===== src/rtl/sync_fifo_buf_if.sv =====
// sync_fifo_buf_if: producer/consumer handshake and status bundle for sync_fifo_buf.
//   master : drives flush, clr_err, wr_en, wdata, rd_en; observes read data and status
//   slave  : the FIFO side; drives rdata, rvalid, count, full/empty, thresholds, error flags
interface sync_fifo_buf_if #(
    parameter int unsigned DATA_WIDTH = 8,
    parameter int unsigned ADDR_WIDTH = 4
);
    logic                  flush;
    logic                  clr_err;
    logic                  wr_en;
    logic [DATA_WIDTH-1:0] wdata;
    logic                  rd_en;
    logic [DATA_WIDTH-1:0] rdata;
    logic                  rvalid;
    logic                  full;
    logic                  empty;
    logic                  almost_full;
    logic                  almost_empty;
    logic [ADDR_WIDTH:0]   count;
    logic                  overflow;
    logic                  underflow;

    modport master (
        output flush, clr_err, wr_en, wdata, rd_en,
        input  rdata, rvalid, full, empty, almost_full, almost_empty, count, overflow, underflow
    );

    modport slave (
        input  flush, clr_err, wr_en, wdata, rd_en,
        output rdata, rvalid, full, empty, almost_full, almost_empty, count, overflow, underflow
    );
endinterface


===== src/rtl/sync_fifo_buf.sv =====
// sync_fifo_buf: single-clock FIFO with registered read port, occupancy count,
// almost-full/almost-empty thresholds, synchronous flush and sticky error flags.
//   clk_i : clock, all state on the rising edge
//   rst_i : synchronous active-high reset
//   bus   : slave side of sync_fifo_buf_if (requests in, data/status out)
// Every output is a register; status flags are decoded from the next count value
// so they always agree with the registered count.
module sync_fifo_buf #(
    parameter int unsigned DATA_WIDTH = 8,
    parameter int unsigned FIFO_DEPTH = 16,
    parameter int unsigned ADDR_WIDTH = 4,
    parameter int unsigned AFULL_THR  = 14,
    parameter int unsigned AEMPTY_THR = 2
) (
    input  logic           clk_i,
    input  logic           rst_i,
    sync_fifo_buf_if.slave bus
);
    localparam int unsigned PTR_W = ADDR_WIDTH + 1;

    logic [DATA_WIDTH-1:0] mem_q [FIFO_DEPTH];

    logic [PTR_W-1:0]      wptr_q, wptr_d;
    logic [PTR_W-1:0]      rptr_q, rptr_d;
    logic [PTR_W-1:0]      count_q, count_d;
    logic [DATA_WIDTH-1:0] rdata_q, rdata_d;
    logic                  rvalid_q, rvalid_d;
    logic                  full_q, full_d;
    logic                  empty_q, empty_d;
    logic                  afull_q, afull_d;
    logic                  aempty_q, aempty_d;
    logic                  ovf_q, ovf_d;
    logic                  udf_q, udf_d;

    logic wr_ok, rd_ok, ovf_set, udf_set;

    // Request qualification against the current registered flags; flush blocks both.
    always_comb begin
        wr_ok   = bus.wr_en && !full_q  && !bus.flush;
        rd_ok   = bus.rd_en && !empty_q && !bus.flush;
        ovf_set = bus.wr_en &&  full_q  && !bus.flush;
        udf_set = bus.rd_en &&  empty_q && !bus.flush;
    end

    // Next-state for pointers, count, read port, status and error flags.
    always_comb begin
        wptr_d   = wptr_q;
        rptr_d   = rptr_q;
        count_d  = count_q;
        rdata_d  = rdata_q;
        rvalid_d = 1'b0;

        if (bus.flush) begin
            wptr_d  = '0;
            rptr_d  = '0;
            count_d = '0;
        end else begin
            if (wr_ok) begin
                wptr_d = wptr_q + PTR_W'(1);
            end
            if (rd_ok) begin
                rptr_d   = rptr_q + PTR_W'(1);
                rdata_d  = mem_q[rptr_q[ADDR_WIDTH-1:0]];
                rvalid_d = 1'b1;
            end
            // Simultaneous accepted read and write leaves occupancy unchanged.
            case ({wr_ok, rd_ok})
                2'b10:   count_d = count_q + PTR_W'(1);
                2'b01:   count_d = count_q - PTR_W'(1);
                default: count_d = count_q;
            endcase
        end

        full_d   = (count_d == PTR_W'(FIFO_DEPTH));
        empty_d  = (count_d == '0);
        afull_d  = (count_d >= PTR_W'(AFULL_THR));
        aempty_d = (count_d <= PTR_W'(AEMPTY_THR));

        // A new error in the same cycle as clr_err keeps the flag set.
        ovf_d = ovf_set ? 1'b1 : (bus.clr_err ? 1'b0 : ovf_q);
        udf_d = udf_set ? 1'b1 : (bus.clr_err ? 1'b0 : udf_q);
    end

    // State registers with synchronous reset.
    always_ff @(posedge clk_i) begin
        if (rst_i) begin
            wptr_q   <= '0;
            rptr_q   <= '0;
            count_q  <= '0;
            rdata_q  <= '0;
            rvalid_q <= 1'b0;
            full_q   <= 1'b0;
            empty_q  <= 1'b1;
            afull_q  <= (AFULL_THR == 0);
            aempty_q <= 1'b1;
            ovf_q    <= 1'b0;
            udf_q    <= 1'b0;
        end else begin
            wptr_q   <= wptr_d;
            rptr_q   <= rptr_d;
            count_q  <= count_d;
            rdata_q  <= rdata_d;
            rvalid_q <= rvalid_d;
            full_q   <= full_d;
            empty_q  <= empty_d;
            afull_q  <= afull_d;
            aempty_q <= aempty_d;
            ovf_q    <= ovf_d;
            udf_q    <= udf_d;
        end
    end

    // Storage array; contents are intentionally not reset.
    always_ff @(posedge clk_i) begin
        if (wr_ok && !rst_i) begin
            mem_q[wptr_q[ADDR_WIDTH-1:0]] <= bus.wdata;
        end
    end

    assign bus.rdata        = rdata_q;
    assign bus.rvalid       = rvalid_q;
    assign bus.count        = count_q;
    assign bus.full         = full_q;
    assign bus.empty        = empty_q;
    assign bus.almost_full  = afull_q;
    assign bus.almost_empty = aempty_q;
    assign bus.overflow     = ovf_q;
    assign bus.underflow    = udf_q;
endmodule


===== src/flat_wrapper.sv =====
// flat-port wrapper written by rule: the top's interface ports become plain ports
module sync_fifo_buf_flat 
#(
    parameter int unsigned DATA_WIDTH = 8,
    parameter int unsigned FIFO_DEPTH = 16,
    parameter int unsigned ADDR_WIDTH = 4,
    parameter int unsigned AFULL_THR  = 14,
    parameter int unsigned AEMPTY_THR = 2
)
  (clk_i, rst_i, bus_flush, bus_clr_err, bus_wr_en, bus_wdata, bus_rd_en, bus_rdata, bus_rvalid, bus_full, bus_empty, bus_almost_full, bus_almost_empty, bus_count, bus_overflow, bus_underflow);
  sync_fifo_buf_if #(.DATA_WIDTH(DATA_WIDTH), .ADDR_WIDTH(ADDR_WIDTH)) bus_i ();
  input  logic clk_i;
  input  logic rst_i;
  input wire logic [$bits(bus_i.flush)-1:0] bus_flush;
  input wire logic [$bits(bus_i.clr_err)-1:0] bus_clr_err;
  input wire logic [$bits(bus_i.wr_en)-1:0] bus_wr_en;
  input wire logic [$bits(bus_i.wdata)-1:0] bus_wdata;
  input wire logic [$bits(bus_i.rd_en)-1:0] bus_rd_en;
  output wire logic [$bits(bus_i.rdata)-1:0] bus_rdata;
  output wire logic [$bits(bus_i.rvalid)-1:0] bus_rvalid;
  output wire logic [$bits(bus_i.full)-1:0] bus_full;
  output wire logic [$bits(bus_i.empty)-1:0] bus_empty;
  output wire logic [$bits(bus_i.almost_full)-1:0] bus_almost_full;
  output wire logic [$bits(bus_i.almost_empty)-1:0] bus_almost_empty;
  output wire logic [$bits(bus_i.count)-1:0] bus_count;
  output wire logic [$bits(bus_i.overflow)-1:0] bus_overflow;
  output wire logic [$bits(bus_i.underflow)-1:0] bus_underflow;
  assign bus_i.flush = bus_flush;
  assign bus_i.clr_err = bus_clr_err;
  assign bus_i.wr_en = bus_wr_en;
  assign bus_i.wdata = bus_wdata;
  assign bus_i.rd_en = bus_rd_en;
  assign bus_rdata = bus_i.rdata;
  assign bus_rvalid = bus_i.rvalid;
  assign bus_full = bus_i.full;
  assign bus_empty = bus_i.empty;
  assign bus_almost_full = bus_i.almost_full;
  assign bus_almost_empty = bus_i.almost_empty;
  assign bus_count = bus_i.count;
  assign bus_overflow = bus_i.overflow;
  assign bus_underflow = bus_i.underflow;
  sync_fifo_buf #(.DATA_WIDTH(DATA_WIDTH), .FIFO_DEPTH(FIFO_DEPTH), .ADDR_WIDTH(ADDR_WIDTH), .AFULL_THR(AFULL_THR), .AEMPTY_THR(AEMPTY_THR)) u_core (.clk_i(clk_i), .rst_i(rst_i), .bus(bus_i));
endmodule

===== config.mk =====
export PLATFORM = sky130hd
export DESIGN_NAME = sync_fifo_buf_flat
export DESIGN_NICKNAME = d
export VERILOG_FILES = /design/src/rtl/sync_fifo_buf_if.sv /design/src/rtl/sync_fifo_buf.sv /design/src/flat_wrapper.sv
export SDC_FILE = /design/constraint.sdc
export NUM_CORES = 1
export LEC_CHECK = 0
export CAP_MARGIN = 15
export CORE_UTILIZATION = 60
export CTS_CLUSTER_DIAMETER = 50
export CTS_CLUSTER_SIZE = 28
export DETAILED_ROUTE_END_ITERATION = 7
export HOLD_SLACK_MARGIN = 0.08
export PLACE_DENSITY = 0.78
export SYNTH_ARGS = -nofsm -noshare
export SYNTH_HDL_FRONTEND = slang
export SYNTH_SLANG_ARGS = --single-unit

===== constraint.sdc =====
create_clock -name clk_i -period 5.5 [get_ports clk_i]
set_input_delay 0.825 -clock clk_i [delete_from_list [all_inputs] [get_ports clk_i]]
set_output_delay 0.825 -clock clk_i [all_outputs]
set_load 0.005 [all_outputs]

==> results.ini <==
[critical_path]
reg2regPathDepth = 10
worst-setup-path-type = in -> reg
arrival_ns = 3.74
crit_chain = clkdlybuf4s50_1 > or3b_4 > nor2_2 > xor2_1 > ha_1 > a21oi_1 > nor4b_4 > nor3_1 > o21ai_2 > or3b_1 > a21boi_1
worst-path-max-fanout = 13
crit_path_end_kind = flop
crit_cells = 11
critPathTopFamily = simple AND/OR/NAND/NOR gates
required_ns = 5.96
critPathBufInv = 1
worstSetupStartpointType = input port
cp_slowest_stage_delay_ns = 0.55
cpMaxStageDelayCell = or3b_4

[pwr]
swShare_pct = 20.8
vdd_drop_max_mv = 0.222
switchingPower_uw = 490
power_density_nw_per_um2 = 325
intPower_mw = 1.86
pwr-share-seq_pct = 54.7
p_leak_nw = 2.26
combPwrFrac_pct = 2.7
pwr-share-clk_pct = 42.6
power_mw = 2.35

[floorplanning]
start_util_pct = 62.8
row_count = 36
pin_count = 34
die_w_um = 104
core_area_um2 = 9950
dieArea_um2 = 10800
fp.dieH_um = 104

[routing]
antenna_left = 0
remaining_drc_errors = 0
vias = 3343
viasPerCell = 6.15
first_pass_iters = 5
first_iter_violations = 205
wl_per_cell_um = 22.1
wl_um = 12000

[place]
dpl.cell_count = 512
dpl_cell_area_um2 = 6720
dp_hpwl_um = 7800
io_buffers = 33
gp_congestion = 0.837

[sta]
finalCritPeriodShare_pct = 59.8
slew_viol_final = 0
period_minus_slack_ns = 3.29
worst_slew_pin_slew_ns = 0.938
relSlewSlack_pct = 37.2
tns_ns = 0
worst_clock_skew_ns = 0.0217
hold_viol_final = 0
finalSetupViolations = 0
rsz0062_at_grt = false
max_freq_ghz = 0.304

[clock_tree]
cts_buffers = 17
cts.sinks = 156
clock-root-buffer = clkbuf_8
cts_tree = yes
cts.repair.resized = 0
holdBufCountCts = 0
clock_path_buffers = 2
clkLatencyLatePin_ns = 0.53
htreeDepth = 4
cts_setup_buffers = 0
clk_pin_slew_ns = 0.06

[cells_and_area]
seq_area_um2 = 4410
antenna_cells = 0
fillers = 600
stdcell_count = 544
area_delta_synth_final_pct = 15.7
multi_input_area_um2 = 1720
drive_gt1_share_pct = 21.2
fin_util_pct = 72.6
nets = 419
design_area_um2 = 7230

[global_route]
antenna_found_initial = 0
grt_pass1_wl_um = 19200
grt_overflow = 0
track_usage_pct = 24.6
grt_pass1_vias = 3422
grt_max_degree = 36

[worst_hold_path]
hp-class = reg -> reg
holdPathStages = 2

[yosys]
synth-seq-cells = 156
syn_nets = 379
yosysWarnings = 0
synth_cells = 358
avgSynthCellArea_um2 = 17.5
async_reset_ff_share_pct = 0
synth_edf_count = 128
synth_ff_type = edfxtp_1
netlist_area_um2 = 6250
ys_seq_area_share_pct = 70.4
yosys.cell_types.count = 43

[flow_run]
drv_cap = 0

[run_status]
status = complete, no violations

Yosys cell counts, drive strengths merged, types with 4 or more instances:
master  count  area share (%)
a21oi      12            0.96
nor2       30             1.8
buf         8            0.72
clkbuf     11            0.66
mux4       40              14
ha          7             1.4
xor2        6            0.84
nand3       5            0.40
nor3        6            0.48
dfxtp      28             9.0
nand2      23             1.4
or2         4            0.40
inv         8            0.48
nand4       5            0.50
edfxtp    128              61
final cells by class:
type	count	area share, %
inverter	9	0.536
clock inverter	13	1.30
tap	133	2.30
timing repair buffer	40	5.29
sequential	156	60.9
clock buffer	19	5.83
multi-input combinational	174	23.8
cells by family (layout without fill, tap and decap cells):
| family | after synthesis | in the layout | synth area share (%) |
|---|---|---|---|
| flops | 156 | 156 | 70.4 |
| simple gates | 88 | 88 | 7.02 |
| mux | 43 | 43 | 14.9 |
| buf+inv | 28 | 81 | 2.00 |
| compound gates | 27 | 27 | 2.98 |
| xor+xnor | 9 | 9 | 1.26 |
| fa+ha+maj | 7 | 7 | 1.40 |
power by group through the flow:
stage / combinational (mW) / sequential [mW] / clock [mW]
3_3_place_gp: 0.0610 / 1.31 / 0
2_1_floorplan: 0.0295 / 1.31 / 0
4_1_cts: 0.0635 / 1.29 / 1.01
3_5_place_dp: 0.0629 / 1.31 / 0
6_report: 0.0635 / 1.29 / 1.00
5_1_grt: 0.0692 / 1.29 / 1.06
sequential cells by signal (all words and copies together), names as in the netlist:
| signal | cells |
|---|---|
| u_core.bus.almost_empty | 1 |
| u_core.bus.almost_full | 1 |
| u_core.bus.count | 5 |
| u_core.bus.empty | 1 |
| u_core.bus.full | 1 |
| u_core.bus.overflow | 1 |
| u_core.bus.rdata | 8 |
| u_core.bus.rvalid | 1 |
| u_core.bus.underflow | 1 |
| u_core.mem_q | 128 |
| u_core.rptr_q | 4 |
| u_core.wptr_q | 4 |
worst reg2reg max path, delay by kind of cell (launching register included):
family          cells  cell delay, ns
compound gates      3            0.63
xor+xnor            1            0.10
fa+ha+maj           1            0.20
flops               1            0.33
simple gates        5            1.44
cells in the final DEF, fill, tap and decap left out, drive strengths merged, types with 2 or more instances in the layout:
cell and instances:
edfxtp 128, mux4 40, clkdlybuf4s50 33, nor2 30
dfxtp 28, nand2 23, clkbuf 19, a21oi 12
inv 11, ha 7, buf 7, clkinv 7
xor2 6, nor3 6, nand3 5, nand4 5
or2 4, clkinvlp 4, nand2b 3, xnor2 3
mux2i 3, o22ai 3, nor2b 2, a211oi 2
a32oi 2, and2 2, or3b 2, a41oi 2
nor4b 2
metal layers:
metal | part of all wire [%] | wire, um | global-route usage [%]
met5 | 0 | 0 | 0
met3 | 5.6 | 676 | 5.70
met2 | 50 | 6030 | 38.5
met1 | 43 | 5210 | 34.7
met4 | 1.0 | 121 | 8.06
final timing paths:
kind | slack, ns | endpoint | start
max | 2.21 | u_core.bus.full$_SDFF_PP0_ | bus_flush
min | 0.45 | u_core.bus.rdata[2]$_SDFFE_PP0P_ | u_core.bus.rdata[2]$_SDFFE_PP0P_
max reg2reg | 2.75 | u_core.bus.full$_SDFF_PP0_ | u_core.bus.empty$_SDFF_PP1_
min reg2reg | 0.45 | u_core.bus.rdata[2]$_SDFFE_PP0P_ | u_core.bus.rdata[2]$_SDFFE_PP0P_
through the flow:
step | setup WS [ns] | hold slack (ns)
after floorplan | 2.34 | 0.447
after global placement | 1.86 | 0.444
after detailed placement | 1.71 | 0.446
after CTS | 2.25 | 0.455
after global routing | 2.01 | 0.493
final | 2.21 | 0.452
Power figures use the tool's default switching activity.
